[config.mk]
export PLATFORM = sky130hd
export DESIGN_NAME = stack_ctrl
export DESIGN_NICKNAME = d
export VERILOG_FILES = /design/src/rtl/stack_pkg.sv /design/src/rtl/stack_ctrl.sv
export SDC_FILE = /design/constraint.sdc
export NUM_CORES = 1
export LEC_CHECK = 0
export CORE_ASPECT_RATIO = 2
export CORE_MARGIN = 2
export CORE_UTILIZATION = 38
export CTS_CLUSTER_SIZE = 12
export DETAILED_ROUTE_END_ITERATION = 8
export GPL_ROUTABILITY_DRIVEN = 0
export HOLD_SLACK_MARGIN = 0.1
export PLACE_DENSITY = 0.83
export SLEW_MARGIN = 20
export SYNTH_ARGS = -nofsm -noshare
export SYNTH_HDL_FRONTEND = slang
export SYNTH_SLANG_ARGS = --single-unit
[constraint.sdc]
create_clock -name clk -period 1.81 [get_ports clk]
set_input_delay 0.362 -clock clk [delete_from_list [all_inputs] [get_ports clk]]
set_output_delay 0.362 -clock clk [all_outputs]
set_load 0.005 [all_outputs]
[src/rtl/stack_pkg.sv]
// Shared opcodes and sequencer states for the stack controller and the main controller.
package stack_pkg;

    localparam logic [1:0] OP_NOP  = 2'b00;
    localparam logic [1:0] OP_PUSH = 2'b01;
    localparam logic [1:0] OP_POP  = 2'b10;
    localparam logic [1:0] OP_TOS  = 2'b11;

    typedef enum logic [2:0] {
        IDLE  = 3'd0,
        WR    = 3'd1,
        RD    = 3'd2,
        RWAIT = 3'd3,
        RSP   = 3'd4
    } state_e;

endpackage

[src/rtl/stack_ctrl.sv]
// Stack pointer owner and sequencer for a single-port sync-read stack RAM; optional hwm output under STACK_CTRL_HWM_EN.
// Latency: PUSH response at T+2, POP/TOS at T+3, errors at T+1 after command acceptance.
// Backpressure: one command in flight; cmd_ready only in IDLE, response held until rsp_ready.
module stack_ctrl
    import stack_pkg::*;
#(
    parameter int DATA_W = 8,
    parameter int ADDR_W = 4
) (
    input  logic              clk,
    input  logic              rst,
    input  logic              cmd_valid,
    output logic              cmd_ready,
    input  logic [1:0]        cmd_op,
    input  logic [DATA_W-1:0] cmd_data,
    output logic              rsp_valid,
    input  logic              rsp_ready,
    output logic [DATA_W-1:0] rsp_data,
    output logic              rsp_err,
    output logic [ADDR_W:0]   sp,
    output logic              empty,
    output logic              full,
    output logic [ADDR_W-1:0] mem_addr,
    output logic [DATA_W-1:0] mem_wdata,
    output logic              mem_we,
    output logic              mem_re,
    input  logic [DATA_W-1:0] mem_rdata
`ifdef STACK_CTRL_HWM_EN
    ,
    output logic [ADDR_W:0]   hwm
`endif
);

    localparam logic [ADDR_W:0] DEPTH = {1'b1, {ADDR_W{1'b0}}};
    localparam logic [ADDR_W:0] ONE   = {{ADDR_W{1'b0}}, 1'b1};

    state_e              state_q, state_d;
    logic [ADDR_W:0]     sp_q, sp_d;
    logic [DATA_W-1:0]   opnd_q, opnd_d;
    logic                pop_q, pop_d;
    logic [DATA_W-1:0]   rsp_data_q, rsp_data_d;
    logic                rsp_err_q, rsp_err_d;
    logic [ADDR_W:0]     sp_m1;

    assign sp_m1    = sp_q - ONE;
    assign sp       = sp_q;
    assign empty    = (sp_q == '0);
    assign full     = (sp_q == DEPTH);
    assign rsp_data = rsp_data_q;
    assign rsp_err  = rsp_err_q;

    always_comb begin
        state_d    = state_q;
        sp_d       = sp_q;
        opnd_d     = opnd_q;
        pop_d      = pop_q;
        rsp_data_d = rsp_data_q;
        rsp_err_d  = rsp_err_q;
        cmd_ready  = 1'b0;
        rsp_valid  = 1'b0;
        mem_we     = 1'b0;
        mem_re     = 1'b0;
        mem_addr   = '0;
        mem_wdata  = '0;

        case (state_q)
            IDLE: begin
                cmd_ready = 1'b1;
                if (cmd_valid) begin
                    opnd_d = cmd_data;
                    pop_d  = (cmd_op == OP_POP);
                    case (cmd_op)
                        OP_PUSH: begin
                            if (full) begin
                                rsp_err_d  = 1'b1;
                                rsp_data_d = '0;
                                state_d    = RSP;
                            end else begin
                                state_d = WR;
                            end
                        end
                        OP_POP, OP_TOS: begin
                            if (empty) begin
                                rsp_err_d  = 1'b1;
                                rsp_data_d = '0;
                                state_d    = RSP;
                            end else begin
                                state_d = RD;
                            end
                        end
                        default: ;
                    endcase
                end
            end
            WR: begin
                mem_we     = 1'b1;
                mem_addr   = sp_q[ADDR_W-1:0];
                mem_wdata  = opnd_q;
                sp_d       = sp_q + ONE;
                rsp_err_d  = 1'b0;
                rsp_data_d = '0;
                state_d    = RSP;
            end
            RD: begin
                mem_re   = 1'b1;
                mem_addr = sp_m1[ADDR_W-1:0];
                // TOS peeks: same read as POP, pointer untouched
                if (pop_q) begin
                    sp_d = sp_m1;
                end
                state_d = RWAIT;
            end
            RWAIT: begin
                rsp_data_d = mem_rdata;
                rsp_err_d  = 1'b0;
                state_d    = RSP;
            end
            RSP: begin
                rsp_valid = 1'b1;
                if (rsp_ready) begin
                    state_d = IDLE;
                end
            end
            default: state_d = IDLE;
        endcase
    end

    always_ff @(posedge clk or negedge rst) begin
        if (!rst) begin
            state_q    <= IDLE;
            sp_q       <= '0;
            opnd_q     <= '0;
            pop_q      <= 1'b0;
            rsp_data_q <= '0;
            rsp_err_q  <= 1'b0;
        end else begin
            state_q    <= state_d;
            sp_q       <= sp_d;
            opnd_q     <= opnd_d;
            pop_q      <= pop_d;
            rsp_data_q <= rsp_data_d;
            rsp_err_q  <= rsp_err_d;
        end
    end

`ifdef STACK_CTRL_HWM_EN
    logic [ADDR_W:0] hwm_q, hwm_d;

    // sp only grows in WR, so tracking sp_d every cycle captures every new peak
    always_comb begin
        hwm_d = hwm_q;
        if (sp_d > hwm_q) begin
            hwm_d = sp_d;
        end
    end

    always_ff @(posedge clk or negedge rst) begin
        if (!rst) begin
            hwm_q <= '0;
        end else begin
            hwm_q <= hwm_d;
        end
    end

    assign hwm = hwm_q;
`endif

endmodule

**Word-level counts from Yosys, hierarchy flattened**

Index checks and enable logic that the tools add are counted.

- Logic and storage cells: 58
- Output and inout port bits: 32
- Input bits: 22
- Register bits after elaboration: 26

- $add $sub $neg: 2
- Multiplexer cells: 24
- Reductions and logical operators: 12
- Equal/unequal tests: 14

Operator list:

| cell | number |
|---|---|
| 2-to-1 mux 8 bit | 4 |
| case mux 8 bit (3 select lines) | 1 |
| case mux 8 bit (2 select lines) | 1 |
| 2-to-1 mux 3 bit | 4 |
| case mux 3 bit (4 select lines) | 1 |
| case mux 5 bit (2 select lines) | 1 |
| AND reduction 5 bit | 2 |
| case mux 4 bit (2 select lines) | 1 |
| 2-to-1 mux 1 bit | 7 |
| == test 3 x 2 -> 1 bit (second input constant) | 2 |
| != test 2 bit (second input constant) | 3 |
| != test 3 bit (second input constant) | 2 |
| case mux 3 bit (2 select lines) | 1 |
| adder 5 x 1 -> 5 bit (second input constant) | 1 |
| == test 5 bit (second input constant) | 1 |
| zero test 5 bit | 1 |
| 2-to-1 mux 5 bit | 1 |
| subtractor 5 x 1 -> 5 bit (second input constant) | 1 |
| == test 2 bit (second input constant) | 2 |
| case mux 1 bit (2 select lines) | 2 |
| AND reduction 2 bit | 2 |
| nonzero test 2 bit | 2 |
| OR reduction 2 bit | 2 |
| == test 3 x 1 -> 1 bit (second input constant) | 1 |
| other kinds (6) | 6 |

**Depth between registers and ports, before layout**

Gate-level depths: netlist of run 1.

- Depth in word-level cells: 5
- Mapped depth: 6
- Depth with buffers taken out: 6

**Worst setup path after synthesis of run 1**

Ideal clock, no wire load.

- Path type: reg2reg
- Start: register sp_q[0] (netlist: sp[0])
- End: register rsp_data_q[0] (netlist: rsp_data[0])
- Data required time: 1689 ps
- Setup time: 121 ps
- Stages on the path, launching flop included: 7
- Setup slack: -69 ps
- Data arrival time: 1758 ps
- Path through: dfrtp_1 -> inv_1 -> ha_1 -> or4b_4 -> o21ai_2 -> o221ai_4 -> a22o_1

- Cells in the longest elaborated chain, start to end: 3
- Elaborated cells between the ends (all ways): 5
- Classes of those cells: eq/ne (3); reduce/logical (2)

Ends and longest elaborated chain:

| element | RTL line | RTL |
|---|---|---|
| from (decl) | stack_ctrl.sv:38 | `logic [ADDR_W:0] sp_q, sp_d;` |
| from (signal assigned) | stack_ctrl.sv:138 | `sp_q <= sp_d;` |
| == test 5 bit or zero test 5 bit (tied branches) | stack_ctrl.sv:48, stack_ctrl.sv:47 |  |
| != test 3 bit (no line) | - |  |
| AND reduction 5 bit (no line) (*) | - |  |
| to (signal assigned) | stack_ctrl.sv:141 | `rsp_data_q <= rsp_data_d;` |
| to (decl) | stack_ctrl.sv:41 | `logic [DATA_W-1:0] rsp_data_q, rsp_data_d;` |

Mark *: on every way between the ends. The rest lies on a longest branch, timed or not.
A chain may end at the register's enable or synchronous reset.

**Worst setup path after layout of run 1**

- Start: register state_q[2]
- End: output port mem_wdata[6]

- Cells in the longest elaborated chain, start to end: 2

Ends and longest elaborated chain:

| element | RTL line | RTL |
|---|---|---|
| from (decl) | stack_ctrl.sv:37 | `state_e state_q, state_d;` |
| from (signal assigned) | stack_ctrl.sv:137 | `state_q <= state_d;` |
| == test 3 x 1 -> 1 bit | stack_ctrl.sv:66 | `case (state_q)` |
| 2-to-1 mux 8 bit | stack_ctrl.sv:66 |  |
| to (decl) | stack_ctrl.sv:24 | `output logic [DATA_W-1:0] mem_wdata,` |

Every way passes these cells.

==> results.json, run 1 <==
{
  "p_int_mw": 2.81,
  "swShare_pct": 35.8,
  "die_x_um": 45.8,
  "fin_setup_tns_ps": -4030,
  "ctsHoldBuffers": 0,
  "dr.pass1.iters": 4,
  "avgSynthCellArea_um2": 10.8,
  "yosysTopAreaCellShare_pct": 48.9,
  "pwr-share-clk_pct": 8.7,
  "yosysWarnings": 0,
  "placed_area_um2": 2070,
  "drt_iter0_markers": 17,
  "path_max_fanout": 4,
  "synthFlopType": "dfrtp_1",
  "rsz0062_at_grt": "yes",
  "setup_viol": 25,
  "grt_pass1_vias": 1459,
  "yosysMostFrequentCell": "dfrtp_1",
  "max_freq_ghz": 0.485,
  "clockBufferDepth": 2,
  "synth.distinct_cells": 36,
  "ios": 54,
  "synthCells": 123,
  "multi_input_area_um2": 762,
  "core-area_um2": 3380,
  "detail_route.vias_per_cell": 5.36,
  "antenna_cells": 0,
  "nets": 254,
  "regArea_um2": 652,
  "critPathKind": "flip-flop to output port",
  "synth_edf_count": 0,
  "grt_pass1_wl_mm": 6.94,
  "wl_per_cell_um": 17.8,
  "grt_max_degree": 27,
  "postRouteAntennaNets": 0,
  "fin_area_um2": 2530,
  "fin_util_pct": 75.0,
  "cp-start-kind": "flip-flop",
  "cap_viol_max_count": 0,
  "syn-num-nets": 147,
  "seq_power_share_pct": 24.1,
  "antenna_found_initial": 0,
  "layout_setup_ws_ps": -252,
  "p_sw_mw": 1.56,
  "synthTopCellsByCount": "26 x dfrtp_1, 10 x and2_1, 8 x a22o_1, 8 x mux2_1, 8 x o21ai_1",
  "irDropWorstVdd_uv": 1040,
  "drc": 0,
  "finalHoldViolations": 0,
  "tritoncts": "done",
  "p_comb_share_pct": 67.2,
  "slew_violations": 0,
  "violations": "setup timing",
  "finalClockSkew_ps": 7.16,
  "hold_class": "input pin to async pin",
  "yosysTopAreaCell": "dfrtp_1",
  "start_util_pct": 39.4,
  "syn_to_final_growth_pct": 90.4,
  "cts.clk_slew.worst_paths_ps": 90,
  "portBuffers": 53,
  "dieArea_um2": 4020,
  "route.vias.total": 1398,
  "ys_seq_elements": 26,
  "layout_min_cycle_time_ps": 2060,
  "synth_area_leaders": "dfrtp_1 49%, mux2_1 6.8%, a22o_1 5.3%, and2_1 4.7%, o21ai_1 3.0%",
  "power_density_nw_per_um2": 1720,
  "overflow": 0,
  "clock-sinks": 26,
  "cts-root-buf": "clkbuf_8",
  "hpwlAfterDp_mm": 2.74,
  "worst_pin_slew_ps": 376,
  "drive_above_1_share_pct": 49.3,
  "pre_cts_ws_ps": -193,
  "synth_area_um2": 1330,
  "rows": 30,
  "grt_use_total_pct": 24.0,
  "relSlewSlack_pct": 74.8,
  "worstSetupEndpointType": "output port",
  "required_ps": 1450,
  "p_leak_nw": 1.19,
  "synth_seq_area_share_pct": 48.9,
  "postRouteWirelength_mm": 4.65,
  "cts_htree_levels": 1,
  "finalCritPeriodShare_pct": 114,
  "fillers": 219,
  "cts_buffers": 3,
  "status": "complete, but fails checks",
  "insertion_delay_ps": 280,
  "ys_async_sr_fraction_pct": 100,
  "whs_ps": 445,
  "fp.dieH_um": 87.7,
  "cp.arrival_ps": 1700
}
==> flip-flops by register name, indices dropped and copies added, names as in the netlist <==
| name | count |
|---|---|
| sp | 5 |
| rsp_err | 1 |
| state_q | 3 |
| opnd_q | 8 |
| pop_q | 1 |
| rsp_data | 8 |
==> stage by stage <==
stage | power, mW | instances
after floorplan | 1.99 | 123
after global placement | 3.05 | 224
after detailed placement | 3.13 | 224
after CTS | 3.93 | 248
after global routing | 4.60 | 261
final | 4.37 | 261
==> cell families after synthesis <==
group | Yosys count | synth area share, %
AND/OR/NAND/NOR | 38 | 17.3
AO/OA/AOI/OAI | 26 | 15.5
buffers and inverters | 17 | 5.64
flip-flops | 26 | 48.9
multiplexers | 8 | 6.77
adder cells (fa/ha/maj) | 2 | 1.88
XOR/XNOR | 6 | 3.95
==> metal layers <==
metal  part of all wire, %  vias up  track usage (%)
li1                      -      647                -
met1                    33      685             23.6
met2                    60       51             46.1
met3                   2.8       15             2.47
met4                   3.7        0             11.2
met5                     0        -                0
==> layout make-up <==
class                           instances  area share (%)
Tap cell                               32            1.58
Multi-Input combinational cell         82            30.1
Clock buffer                            4            2.17
Inverter                                9            1.33
Timing Repair Buffer                  108            39.1
Sequential cell                        26            25.7
==> final timing paths <==
path                                         from                 endpoint  slack [ps]  cells past startpoint
max in group asynchronous                     rst        sp[0]$_DFFE_PN0P_        1090                      2
setup / recovery           state_q[2]$_DFFE_PN0P_             mem_wdata[6]        -250                      7
hold reg to reg             opnd_q[1]$_DFFE_PN0P_    opnd_q[1]$_DFFE_PN0P_         500                      1
min in group clk            opnd_q[1]$_DFFE_PN0P_    opnd_q[1]$_DFFE_PN0P_         500                      1
setup reg to reg                sp[1]$_DFFE_PN0P_  rsp_data[5]$_DFFE_PN0P_        -180                      7
hold / removal                                rst      rsp_err$_DFFE_PN0P_         440                      2
==> worst max-delay path: stages, from the launching register on <==
cell	delay, ps
dfrtp_1	410
buf_6	130
nor3b_4	300
buf_6	170
buf_6	110
buf_6	90
and2_4	130
buf_6	90
==> power by group through the flow <==
stage	logic [mW]	clock network, mW	registers, mW
floorplan	0.951	0	1.04
global placement	2.04	0	1.01
detailed placement	2.11	0	1.02
CTS	2.52	0.381	1.03
global route	3.12	0.409	1.08
finish	2.93	0.379	1.05
==> cells in the final DEF (no fill, tap or decap), types with 2 or more instances in the layout <==
cell type	instances
and2_4	8
buf_2	5
inv_1	3
and2_1	2
mux2_1	7
clkbuf_8	4
inv_2	6
nand4_1	2
clkdlybuf4s50_1	34
o21ai_1	7
dfrtp_1	25
buf_6	29
clkbuf_2	3
nor3_1	3
nor2_1	3
o221ai_4	2
nand2_1	4
xnor2_1	4
xor2_1	2
a22o_1	8
buf_4	36
nand3b_1	2
nand2_2	2
==> timing repair <==
item	in CTS	in global routing
gates resized for setup	96	35
setup endpoints to repair	28	41
setup buffers	18	13
cloned	2	1
hold endpoints to repair	0	0
pin swaps	14	11
Note: power is estimated with default switching activity, not from simulation.
==> run 2: changes to the inputs <==
CTS_CLUSTER_DIAMETER = 100   (was default)
==> results of run 2 <==
No change in the layout: final DEF, timing and power equal those of run 1.
==> run 3: changes to the inputs <==
CORE_UTILIZATION = 42   (was 38)
PLACE_DENSITY = 0.86   (was 0.83)
REMOVE_ABC_BUFFERS = 1   (was default)
clock period = 2 ns   (was 1.81 ns; I/O delays follow)
==> run 3 against run 2 <==
Compared with the run above: the flow still finishes with violations (setup timing); non-clock buffer count is 19 lower; sequential power is 9.6% lower; clock power is 10% lower; register-to-register slack better by 220 ps; worst setup slack better by 160 ps; utilization is 2.2 points higher; critical path type unchanged; critical endpoint is now mem_addr[2].
==> results.json, run 3 (same netlist as run 1, synthesis figures left out) <==
{
  "status": "complete, but fails checks",
  "violations": "setup timing",
  "fin_setup_tns_ps": -132,
  "grt_pass1_wl_mm": 6.60,
  "hpwlAfterDp_mm": 2.72,
  "clock-sinks": 26,
  "slowest_stage": "or3b_4",
  "final_common_cell": "clkdlybuf4s50_1",
  "slew_violations": 0,
  "path_cells": "buf_4, or3b_4, buf_6, nor2_2, o21ai_2, o21ai_1, buf_2",
  "r2r_slack_ps": 40,
  "tritoncts": "done",
  "syn_to_final_growth_pct": 72.8,
  "cts_htree_levels": 1,
  "setup_viol": 2,
  "cp-start-kind": "flip-flop",
  "max_freq_ghz": 0.478,
  "layout_setup_ws_ps": -90.0,
  "fp.dieH_um": 83.6,
  "start_util_pct": 44.7,
  "cts_buffers": 3,
  "postRouteWirelength_mm": 4.31,
  "rsz0062_at_grt": "yes",
  "worst_pin_slew_ps": 466,
  "finalHoldViolations": 0,
  "rows": 28,
  "cp.arrival_ps": 1690,
  "die_x_um": 43.8,
  "nets": 234,
  "relSlewSlack_pct": 68.9,
  "irDropWorstVdd_uv": 1090,
  "clockBufferDepth": 2,
  "grt_use_total_pct": 23.8,
  "detail_route.vias_per_cell": 5.55,
  "rr_startpoint": "sp[0]$_DFFE_PN0P_",
  "antenna_found_initial": 0,
  "p_leak_nw": 1.07,
  "reg2reg_depth": 7,
  "pre_cts_ws_ps": -97.7,
  "timing.rr.end": "rsp_data[4]$_DFFE_PN0P_",
  "drc": 0,
  "layout_min_cycle_time_ps": 2090,
  "grt_pass1_vias": 1402,
  "insertion_delay_ps": 270,
  "portBuffers": 53,
  "finalCritPeriodShare_pct": 104,
  "final_cell_mix": "35 x clkdlybuf4s50_1, 26 x dfrtp_1, 25 x buf_4",
  "postRouteAntennaNets": 0,
  "cap_viol_max_count": 0,
  "power_mw": 3.58,
  "required_ps": 1600,
  "dieArea_um2": 3660,
  "dr.pass1.iters": 4,
  "whs_ps": 485,
  "cts-root-buf": "clkbuf_8",
  "wl_per_cell_um": 18.0,
  "core-area_um2": 2980,
  "drt_iter0_markers": 27,
  "grt_max_degree": 27,
  "cp_slowest_stage_delay_ps": 400,
  "ios": 54,
  "finalClockSkew_ps": 2.06,
  "hold_class": "input pin to async pin",
  "path_max_fanout": 3,
  "cts.clk_slew.worst_paths_ps": 90,
  "antenna_cells": 0,
  "worstSetupEndpointType": "output port",
  "power_density_nw_per_um2": 1560,
  "route.vias.total": 1327,
  "critPathKind": "flip-flop to output port",
  "drive_above_1_share_pct": 36.8,
  "overflow": 0
}
## run 3: worst max-delay path by stage
stage               cells after the start          end  slack [ps]                   start
floorplan                               3  mem_addr[2]          90  state_q[0]$_DFFE_PN0P_
CTS                                     7  mem_addr[2]        -180  state_q[1]$_DFFE_PN0P_
detailed placement                      5  mem_addr[2]        -100  state_q[2]$_DFFE_PN0P_
global placement                        5        empty          -1       sp[0]$_DFFE_PN0P_
global route                            7  mem_addr[2]        -140  state_q[1]$_DFFE_PN0P_
finish                                  7  mem_addr[2]         -90  state_q[1]$_DFFE_PN0P_
## run 3: final cells by class
type / instances / area [µm²]
clock buffer: 4 / 55.1
multi-input combinational: 81 / 722
inverter: 9 / 33.8
timing repair buffer: 89 / 800
sequential: 26 / 651
tap: 30 / 37.5
fill: 172 / 679
## run 3: per-layer routing
metal / global-route usage, % / vias to the layer above / part of all wire (%)
met5: 0 / - / 0
met4: 14.3 / 0 / 4.3
met3: 2.38 / 16 / 3.2
met2: 41.3 / 46 / 58
met1: 26.1 / 658 / 34
li1: - / 607 / -
## run 3: power breakdown
part / switching [mW] / leakage [nW] / internal [mW] / total [mW]
sequential: 0.169 / 0.329 / 0.780 / 0.949
combinational: 0.986 / 0.713 / 1.30 / 2.29
clock: 0.165 / 0.0288 / 0.176 / 0.341
total: 1.32 / 1.07 / 2.26 / 3.58
## run 3: critical path: cells and delay by family (launching register included)
kind	cells	cell delay [ps]
AOI/OAI and AO/OA	2	150
buffers and inverters	3	400
and+or+nand+nor	2	500
DFF	1	380
## run 3: timing repair
item	4_1_cts	5_1_grt
hold buffers	0	0
gates cloned	1	1
buffers inserted	11	4
resized for setup	63	28
endpoints found under the setup margin	18	19
pin swaps	3	4
hold endpoints to repair	0	0
## run 3: per-stage QoR
step / area [µm²] / util [%] / std cells
after detailed placement: 2010 / 67.4 / 218
after global placement: 2010 / 67.4 / 218
final: 2300 / 77.2 / 239
after global routing: 2300 / 77.2 / 239
after floorplan: 1290 / - / 115
after CTS: 2180 / 73.4 / 234
